$ cat src/rtl/fp64_tx_pkg.sv
// Shared types and constants for the fp64 result transmitter.
// Frame layout: header, product bytes MSB first, flags byte, XOR checksum.
package fp64_tx_pkg;

  typedef enum logic [2:0] {
    StIdle,
    StHdr,
    StData,
    StFlags,
    StCsum
  } tx_state_e;

  localparam logic [7:0]  HDR_BYTE_DFLT = 8'hA5;
  localparam int unsigned FRAME_LEN     = 11;

  // Bit positions inside the 4-bit flags field.
  localparam int unsigned FLG_NAN = 3;
  localparam int unsigned FLG_INF = 2;
  localparam int unsigned FLG_OVF = 1;
  localparam int unsigned FLG_UDF = 0;

  // Byte index width; kept at least 1 so a single-byte product still has a counter.
  function automatic int unsigned idx_width(input int unsigned n);
    return (n > 1) ? $clog2(n) : 1;
  endfunction

endpackage

$ cat src/rtl/byte_sel_csum.sv
// Picks one product byte from the holding register and keeps the running
// XOR checksum of every byte accepted downstream.
module byte_sel_csum #(
  parameter int unsigned DATA_W = 64,
  parameter int unsigned IDX_W  = 3
) (
  input  logic              clk,
  input  logic              rst,
  input  logic [DATA_W-1:0] hold,
  input  logic [IDX_W-1:0]  idx,
  output logic [7:0]        sel_byte,
  input  logic              clr,
  input  logic              en,
  input  logic [7:0]        acc_byte,
  output logic [7:0]        csum
);

  localparam int unsigned NBYTES = DATA_W / 8;

  logic [7:0] csum_d, csum_q;

  // Index 0 is the most significant byte.
  always_comb begin
    sel_byte = '0;
    for (int i = 0; i < NBYTES; i++) begin
      if (idx == IDX_W'(i)) begin
        sel_byte = hold[DATA_W-1-8*i -: 8];
      end
    end
  end

  always_comb begin
    csum_d = csum_q;
    if (clr) begin
      csum_d = '0;
    end else if (en) begin
      csum_d = csum_q ^ acc_byte;
    end
  end

  always_ff @(posedge clk) begin
    if (rst) begin
      csum_q <= '0;
    end else begin
      csum_q <= csum_d;
    end
  end

  assign csum = csum_q;

endmodule

$ cat src/rtl/fp64_result_tx.sv
// Serialises one multiplier product plus exception flags into an 11-byte frame
// on a byte-wide valid/ready link, accepting the next product in the checksum cycle.
module fp64_result_tx
  import fp64_tx_pkg::*;
#(
  parameter int unsigned DATA_W   = 64,
  parameter logic [7:0]  HDR_BYTE = HDR_BYTE_DFLT
) (
  input  logic              clk,
  input  logic              rst,
  input  logic              in_valid,
  output logic              in_ready,
  input  logic [DATA_W-1:0] in_data,
  input  logic [3:0]        in_flags,
  output logic              out_valid,
  input  logic              out_ready,
  output logic [7:0]        out_byte,
  output logic              busy
);

  localparam int unsigned NBYTES = DATA_W / 8;
  localparam int unsigned IDX_W  = idx_width(NBYTES);
  localparam logic [IDX_W-1:0] LAST_IDX = IDX_W'(NBYTES - 1);

  tx_state_e         state_d, state_q;
  logic [IDX_W-1:0]  idx_d, idx_q;
  logic [DATA_W-1:0] hold_data_q;
  logic [3:0]        hold_flags_q;

  logic       in_fire;
  logic       capture;
  logic       csum_en;
  logic [7:0] sel_byte;
  logic [7:0] csum;
  logic [7:0] flags_byte;

  assign flags_byte = {4'b0000, hold_flags_q[FLG_NAN], hold_flags_q[FLG_INF],
                       hold_flags_q[FLG_OVF], hold_flags_q[FLG_UDF]};

  // in_ready looks at out_ready only in CSUM, so the next frame follows with no bubble.
  assign in_ready  = (state_q == StIdle) || ((state_q == StCsum) && out_ready);
  assign in_fire   = in_valid && in_ready;
  assign out_valid = (state_q != StIdle);
  assign busy      = (state_q != StIdle);

  always_comb begin
    out_byte = 8'h00;
    unique case (state_q)
      StIdle:  out_byte = 8'h00;
      StHdr:   out_byte = HDR_BYTE;
      StData:  out_byte = sel_byte;
      StFlags: out_byte = flags_byte;
      StCsum:  out_byte = csum;
      default: out_byte = 8'h00;
    endcase
  end

  always_comb begin
    state_d = state_q;
    idx_d   = idx_q;
    capture = 1'b0;
    csum_en = 1'b0;
    unique case (state_q)
      StIdle: begin
        if (in_fire) begin
          capture = 1'b1;
          state_d = StHdr;
        end
      end
      StHdr: begin
        if (out_ready) begin
          idx_d   = '0;
          state_d = StData;
        end
      end
      StData: begin
        if (out_ready) begin
          csum_en = 1'b1;
          if (idx_q == LAST_IDX) begin
            state_d = StFlags;
          end else begin
            idx_d = idx_q + 1'b1;
          end
        end
      end
      StFlags: begin
        if (out_ready) begin
          csum_en = 1'b1;
          state_d = StCsum;
        end
      end
      StCsum: begin
        if (out_ready) begin
          if (in_fire) begin
            capture = 1'b1;
            state_d = StHdr;
          end else begin
            state_d = StIdle;
          end
        end
      end
      default: state_d = StIdle;
    endcase
  end

  always_ff @(posedge clk) begin
    if (rst) begin
      state_q      <= StIdle;
      idx_q        <= '0;
      hold_data_q  <= '0;
      hold_flags_q <= '0;
    end else begin
      state_q <= state_d;
      idx_q   <= idx_d;
      if (capture) begin
        hold_data_q  <= in_data;
        hold_flags_q <= in_flags;
      end
    end
  end

  byte_sel_csum #(
    .DATA_W(DATA_W),
    .IDX_W (IDX_W)
  ) u_byte_sel_csum (
    .clk     (clk),
    .rst     (rst),
    .hold    (hold_data_q),
    .idx     (idx_q),
    .sel_byte(sel_byte),
    .clr     (capture),
    .en      (csum_en),
    .acc_byte(out_byte),
    .csum    (csum)
  );

endmodule

$ cat config.mk
export PLATFORM = sky130hd
export DESIGN_NAME = fp64_result_tx
export DESIGN_NICKNAME = d
export VERILOG_FILES = /design/src/rtl/fp64_tx_pkg.sv /design/src/rtl/byte_sel_csum.sv /design/src/rtl/fp64_result_tx.sv
export SDC_FILE = /design/constraint.sdc
export NUM_CORES = 1
export LEC_CHECK = 0
export CORE_MARGIN = 2
export CORE_UTILIZATION = 50
export DETAILED_ROUTE_END_ITERATION = 16
export PLACE_DENSITY = 0.78
export RECOVER_POWER = 100
export SLEW_MARGIN = 5
export SYNTH_ARGS = -nofsm -noshare
export SYNTH_HDL_FRONTEND = slang
export SYNTH_HIERARCHICAL = 1
export SYNTH_SLANG_ARGS = --single-unit
$ cat constraint.sdc
create_clock -name clk -period 2.6 [get_ports clk]
set_clock_uncertainty 0.05 [all_clocks]
set_input_delay 0.52 -clock clk [delete_from_list [all_inputs] [get_ports clk]]
set_output_delay 0.52 -clock clk [all_outputs]
set_load 0.05 [all_outputs]
==> flow_summary.toml, run 1 <==
[synthesis]
muxShareOfSynthArea_pct = 21.65
synthDominantCellAreaShare_pct = 36.42
ys.warnings.count = 6
synth_nets = 555
synthSimpleGateAreaFrac_pct = 23.43
synth_area_leader_cell = "dfxtp_1"
synth_area_um2 = 4507
synthAdderAreaFrac_pct = 0.5552
yosys.cell_types.count = 43
synth.avg_cell_area_um2 = 9.370
synth_area_leaders = "dfxtp_1 36%, mux2i_1 17%, nand2b_1 10%"
ys_seq_area_share_pct = 36.42
synth_top_family_by_area = "simple AND/OR/NAND/NOR gates"
postSynthCellCount = 481
synth_xor_area_share_pct = 1.749
synth-compound-area-share_pct = 8.690
ys_seq_elements = 82

[drt]
drc = 0
routed-via-count = 3626
antenna_left = 0
drt-pass1-iter-count = 6
drt_iter0_markers = 143
avgRoutedWirePerCell_um = 15.85
drt_wl_total_um = 10640
viasPerCell = 5.404

[placement]
gp_congestion = 0.8516
dpl.hpwl_um = 7507
port_buffers = 82
place_inst = 646
dpl_cell_area_um2 = 5399

[setup_path]
reg2reg_slack_ns = 0.30
critical_path.max_stage_delay_ns = 0.37
critPathArrivalTime_ns = 2.12
critPathLaunchType = "register"
cp_max_fo = 6
path_cells = "buf_8 -> buf_8 -> buf_4 -> a21oi_4 -> o21ai_0 -> a21oi_1 -> a21oi_1 -> o21ai_2 -> buf_12"
critPathCaptureType = "output pin"
crit_required_ns = 2.03
regToRegStartpoint = "state_q[2]"
path_class = "register to output pin"
cpMaxStageDelayCell = "dfxtp_4"
worstSetupStartpoint = "idx_q[0]"

[pwr]
ir_drop_v = 0.0003074
powerDensity_nw_per_um2 = 508.8
p_leak_nw = 2.252

[sta]
finalSetupViolations = 8
hold_ws_ns = 0.4102
post-route-period-util_pct = 103.3
max-slew-margin-rel_pct = 36.83
tns_ns = -0.2640
rsz0062_at_grt = "yes"
min_period_ns = 2.685
hold_viol = 0
fmax_mhz = 372.4
final_max_slew_viol_count = 0
setup_slack_ns = -0.08516
worst_pin_slew_ns = 0.9476

[finish]
nets = 632
fin_area_um2 = 5856
antenna_cells = 0
fillers = 690
seq_area_um2 = 1653
synthToLayoutAreaGrowth_pct = 29.93
layout-drive-gt1-share_pct = 18.83
multi_input_area_um2 = 2731
most-common-layout-cells = "90 x nand2_1, 79 x dfxtp_1, 75 x mux2i_1"
final_common_cell = "nand2_1"
fin_cells = 671

[global_route]
grtUsageMet3_pct = 4.397
grt-ovfl-total = 0
grt_pass1_wl_um = 17030
grt_antenna_before_repair = 0
grt.busiest_layer = "met2"
met2_usage_pct = 38.46
first_global_vias = 3669
grtUsageTotal_pct = 21.66
grtUsageMet1_pct = 25.69
grt_max_degree = 72

[clocking]
clkSlewWorstSetupHoldPaths_ns = 0.08
cts_tree = "built"
htree_levels = 3
cts_sinks = 82
cts_root_buf = "clkbuf_8"
clock_latency_ns = 0.35
numCtsBuffers = 9
cts_buffer_depth = 2

[die]
fp.coreArea_um2 = 8721
die_y_um = 98.94
fp.dieW_um = 98.94
rows = 34
die_area_um2 = 9789
start_util_pct = 51.68
num_io_pins = 83

[worst_hold_path]
hold_path_class = "register to register"
hold_path.startpoint = "hold_data_q[12]"

[run]
maxCapViolCount = 0

[status]
violations = "negative setup slack"
status = "finished with violations"
[final cells by class]
cell class | count | share of cell area, %
sequential | 82 | 28.23
timing repair buffer | 105 | 18.97
clock inverter | 5 | 1.068
clock buffer | 11 | 2.415
multi-input combinational | 355 | 46.65
tap | 108 | 2.308
inverter | 5 | 0.3632
[power breakdown]
group / total, mW / internal [mW] / switching (mW)
Sequential: 1.42 / 1.34 / 0.0747
Clock: 0.952 / 0.476 / 0.476
Combinational: 0.612 / 0.326 / 0.286
[final timing paths]
path | to | cells after the start
min reg2reg | hold_data_q[12] | 2
min | hold_data_q[12] | 2
max | out_byte[7] | 9
max reg2reg | hold_data_q[34] | 5
[critical path, delay by kind of cell (launching register included)]
family / cells / cell delay (ns)
compound gates: 5 / 0.80
buf+inv: 4 / 0.60
flops: 1 / 0.37
[metrics by stage]
stage	setup WS, ns	power (mW)	util, %
6_report	-0.08516	2.980	67.14
4_1_cts	-0.04734	2.980	65.52
3_3_place_gp	0.1286	2.017	61.91
3_5_place_dp	0.05849	2.029	61.91
2_1_floorplan	0.02230	1.828	-
5_1_grt	-0.1401	3.095	67.14
[registers in the layout, indices dropped and copies added (netlist names)]
| register | count |
|---|---|
| idx_q | 3 |
| hold_flags_q | 4 |
| state_q | 3 |
| hold_data_q | 64 |
| u_byte_sel_csum/csum | 8 |
[kinds of logic (layout without fill, tap and decap cells)]
kind of cell / after synthesis / count (layout)
AND/OR/NAND/NOR: 206 / 206
multiplexers: 86 / 86
flip-flops: 82 / 82
AO/OA/AOI/OAI: 52 / 52
buffers and inverters: 44 / 126
XOR/XNOR: 9 / 9
adder cells (fa/ha/maj): 2 / 2
[cell usage after synthesis, drive strengths merged]
cell and number:
nand2 92, dfxtp 82, mux2i 78, nand2b 73, buf 20, nor2 20, clkbuf 19, a21oi 17
o21ai 10, xor2 9, mux4 8, nor2b 7, a2111oi 6, a32o 6, inv 4, o2bb2ai 4
a22oi 3, nor3 3, ha 2, nand3 2, nor3b 2, nor4b 2, o31ai 2, a311oi 1
a31oi 1, and2 1, and3 1, and3b 1, clkinv 1, o211a 1, o31a 1, or2 1
or3 1
[timing repair]
| action | CTS | global route |
|---|---|---|
| resized for setup | 35 | 31 |
| setup endpoints to repair | 8 | 8 |
| pin swaps | 9 | 15 |
| buffers inserted | 4 | 5 |
| hold buffers | 0 | 0 |
[routing by layer]
layer,routed length [µm],share of wire [%]
met1,4561,43
met2,5301,50
met3,489,4.6
met4,283,2.7
met5,0,0
(Power assumes the default switching activity.)
==> run 2: changes to the inputs <==
Settings changed: CORE_UTILIZATION 50 to 30, CTS_BUF_LIST set to sky130_fd_sc_hd__clkbuf_16, PLACE_DENSITY 0.78 to 0.52.
==> flow_summary.toml, run 2 (same netlist as run 1, synthesis figures left out) <==
[finish]
fin_cells = 757
nets = 642
synthToLayoutAreaGrowth_pct = 36.90
final_common_cell = "nand2_1"
fillers = 1453
layout-drive-gt1-share_pct = 20.77
most-common-layout-cells = "91 x nand2_1, 79 x dfxtp_1, 76 x mux2i_1"
top_register = "hold_data_q"
multi_input_area_um2 = 2725
largest_register_ffs = 64
seq_area_um2 = 1653
antenna_cells = 0

[die]
num_io_pins = 83
rows = 44
die_area_um2 = 16020
start_util_pct = 30.89
die_y_um = 126.6
fp.coreArea_um2 = 14590
fp.dieW_um = 126.6

[worst_hold_path]
hold_path_class = "register to register"

[drt]
antenna_left = 0
routed-via-count = 3618
drc = 0
drt_iter0_markers = 150
avgRoutedWirePerCell_um = 15.27
viasPerCell = 4.779
drt_wl_total_um = 11560
drt-pass1-iter-count = 4

[global_route]
grtUsageMet1_pct = 18.53
grtUsageTotal_pct = 14.31
met2_usage_pct = 23.91
grt.busiest_layer = "met2"
grt_antenna_before_repair = 0
grt_max_degree = 72
first_global_vias = 3548
grtUsageMet3_pct = 2.826
grt_pass1_wl_um = 18190
grt-ovfl-total = 0

[pwr]
power.internal_mw = 2.502
seqPwrFrac_pct = 42.3
p_leak_nw = 2.380
powerDensity_nw_per_um2 = 546.2
p_sw_share_pct = 25.75
power_frac_comb_pct = 18.2
ir_drop_v = 0.0002785
clkPwrFrac_pct = 39.5
finalPower_mw = 3.370
power_switching_mw = 0.8676

[clocking]
cts_root_buf = "clkbuf_16"
cts_tree = "built"
cts_sinks = 82
clock_latency_ns = 0.33
clkSlewWorstSetupHoldPaths_ns = 0.06
numCtsBuffers = 9
htree_levels = 3
cts_buffer_depth = 2

[placement]
place_ws_ns = 0.1252
port_buffers = 82
place_inst = 723
dpl.hpwl_um = 8399
gp_congestion = 0.8018

[sta]
fmax_mhz = 378.3
finalSetupViolations = 4
final_max_slew_viol_count = 0
post-route-period-util_pct = 101.7
rsz0062_at_grt = "yes"
hold_viol = 0
worst_pin_slew_ns = 0.6966
max-slew-margin-rel_pct = 53.56
hold_ws_ns = 0.4104
tns_ns = -0.08419
setup_slack_ns = -0.04329
min_period_ns = 2.643

[setup_path]
critPathCaptureType = "output pin"
path_cells = "buf_4 -> buf_16 -> buf_4 -> a21oi_4 -> o21ai_2 -> a21oi_2 -> a21oi_2 -> o31ai_4 -> buf_12"
cpMaxStageDelayCell = "dfxtp_4"
path_class = "register to output pin"
critPathLaunchType = "register"
crit_required_ns = 2.03
critPathArrivalTime_ns = 2.07
cp_max_fo = 7
critical_path.max_stage_delay_ns = 0.36

[run]
maxCapViolCount = 0

[status]
status = "finished with violations"
violations = "negative setup slack"
## run 2: changes by cell type in the layout (fill, tap and decap cells not counted), moves of 2 or more
cell	delta
clkbuf_1	-2
clkbuf_4	+2
a21oi_2	+3
clkbuf_8	-10
clkbuf_16	+9
clkbuf_2	-3
inv_1	+2
buf_4	+10
a21oi_4	-2
o21ai_2	+2
## run 2: power by group through the flow
stage                     combinational (mW)  sequential [mW]  clock (mW)
after floorplan                        0.420             1.41           0
after global placement                 0.587             1.45           0
after global routing                   0.662             1.43        1.41
after detailed placement               0.593             1.45           0
after CTS                              0.613             1.43        1.35
final                                  0.614             1.42        1.33
## run 2: worst max-delay path: cells and delay by family (launching register included)
kind                   cells  cell delay, ns
AO/OA/AOI/OAI              5            0.77
flip-flops                 1            0.36
buffers and inverters      4            0.60
## run 2: path summary, 6_finish.rpt
| check | start | end | slack (ns) | cells past startpoint |
|---|---|---|---|---|
| worst max-delay path | idx_q[0] | out_byte[2] | -0.04 | 9 |
| worst min-delay path | hold_data_q[12] | hold_data_q[12] | 0.41 | 2 |
| worst max register to register | idx_q[0] | idx_q[0] | 0.44 | 7 |
| worst min register to register | hold_data_q[12] | hold_data_q[12] | 0.41 | 2 |
## run 2: layout make-up
cell class                 count  share of cell area, %
clock inverter                 7                  1.399
tap                          184                  3.731
timing repair buffer         115                  19.94
clock buffer                   9                  3.650
inverter                       5                 0.3245
sequential                    82                  26.79
multi-input combinational    355                  44.17
## run 2: repair_timing
item,CTS,global route
setup endpoints to repair,8,8
pin swaps,12,15
resized for setup,36,32
buffers inserted,4,13
hold buffers,0,0
cloned,1,0
## run 2: routing by layer
| layer | vias to the layer above | routed length (µm) |
|---|---|---|
| met5 | - | 0 |
| met4 | 0 | 181 |
| met3 | 12 | 376 |
| met2 | 70 | 5685 |
| met1 | 1722 | 5312 |
| li1 | 1814 | - |
## run 2: stage by stage
step	area [µm²]	utilization, %
after floorplan	4534	-
after detailed placement	5514	37.80
final	6170	42.29
after CTS	5961	40.86
after global routing	6170	42.29
after global placement	5514	37.80
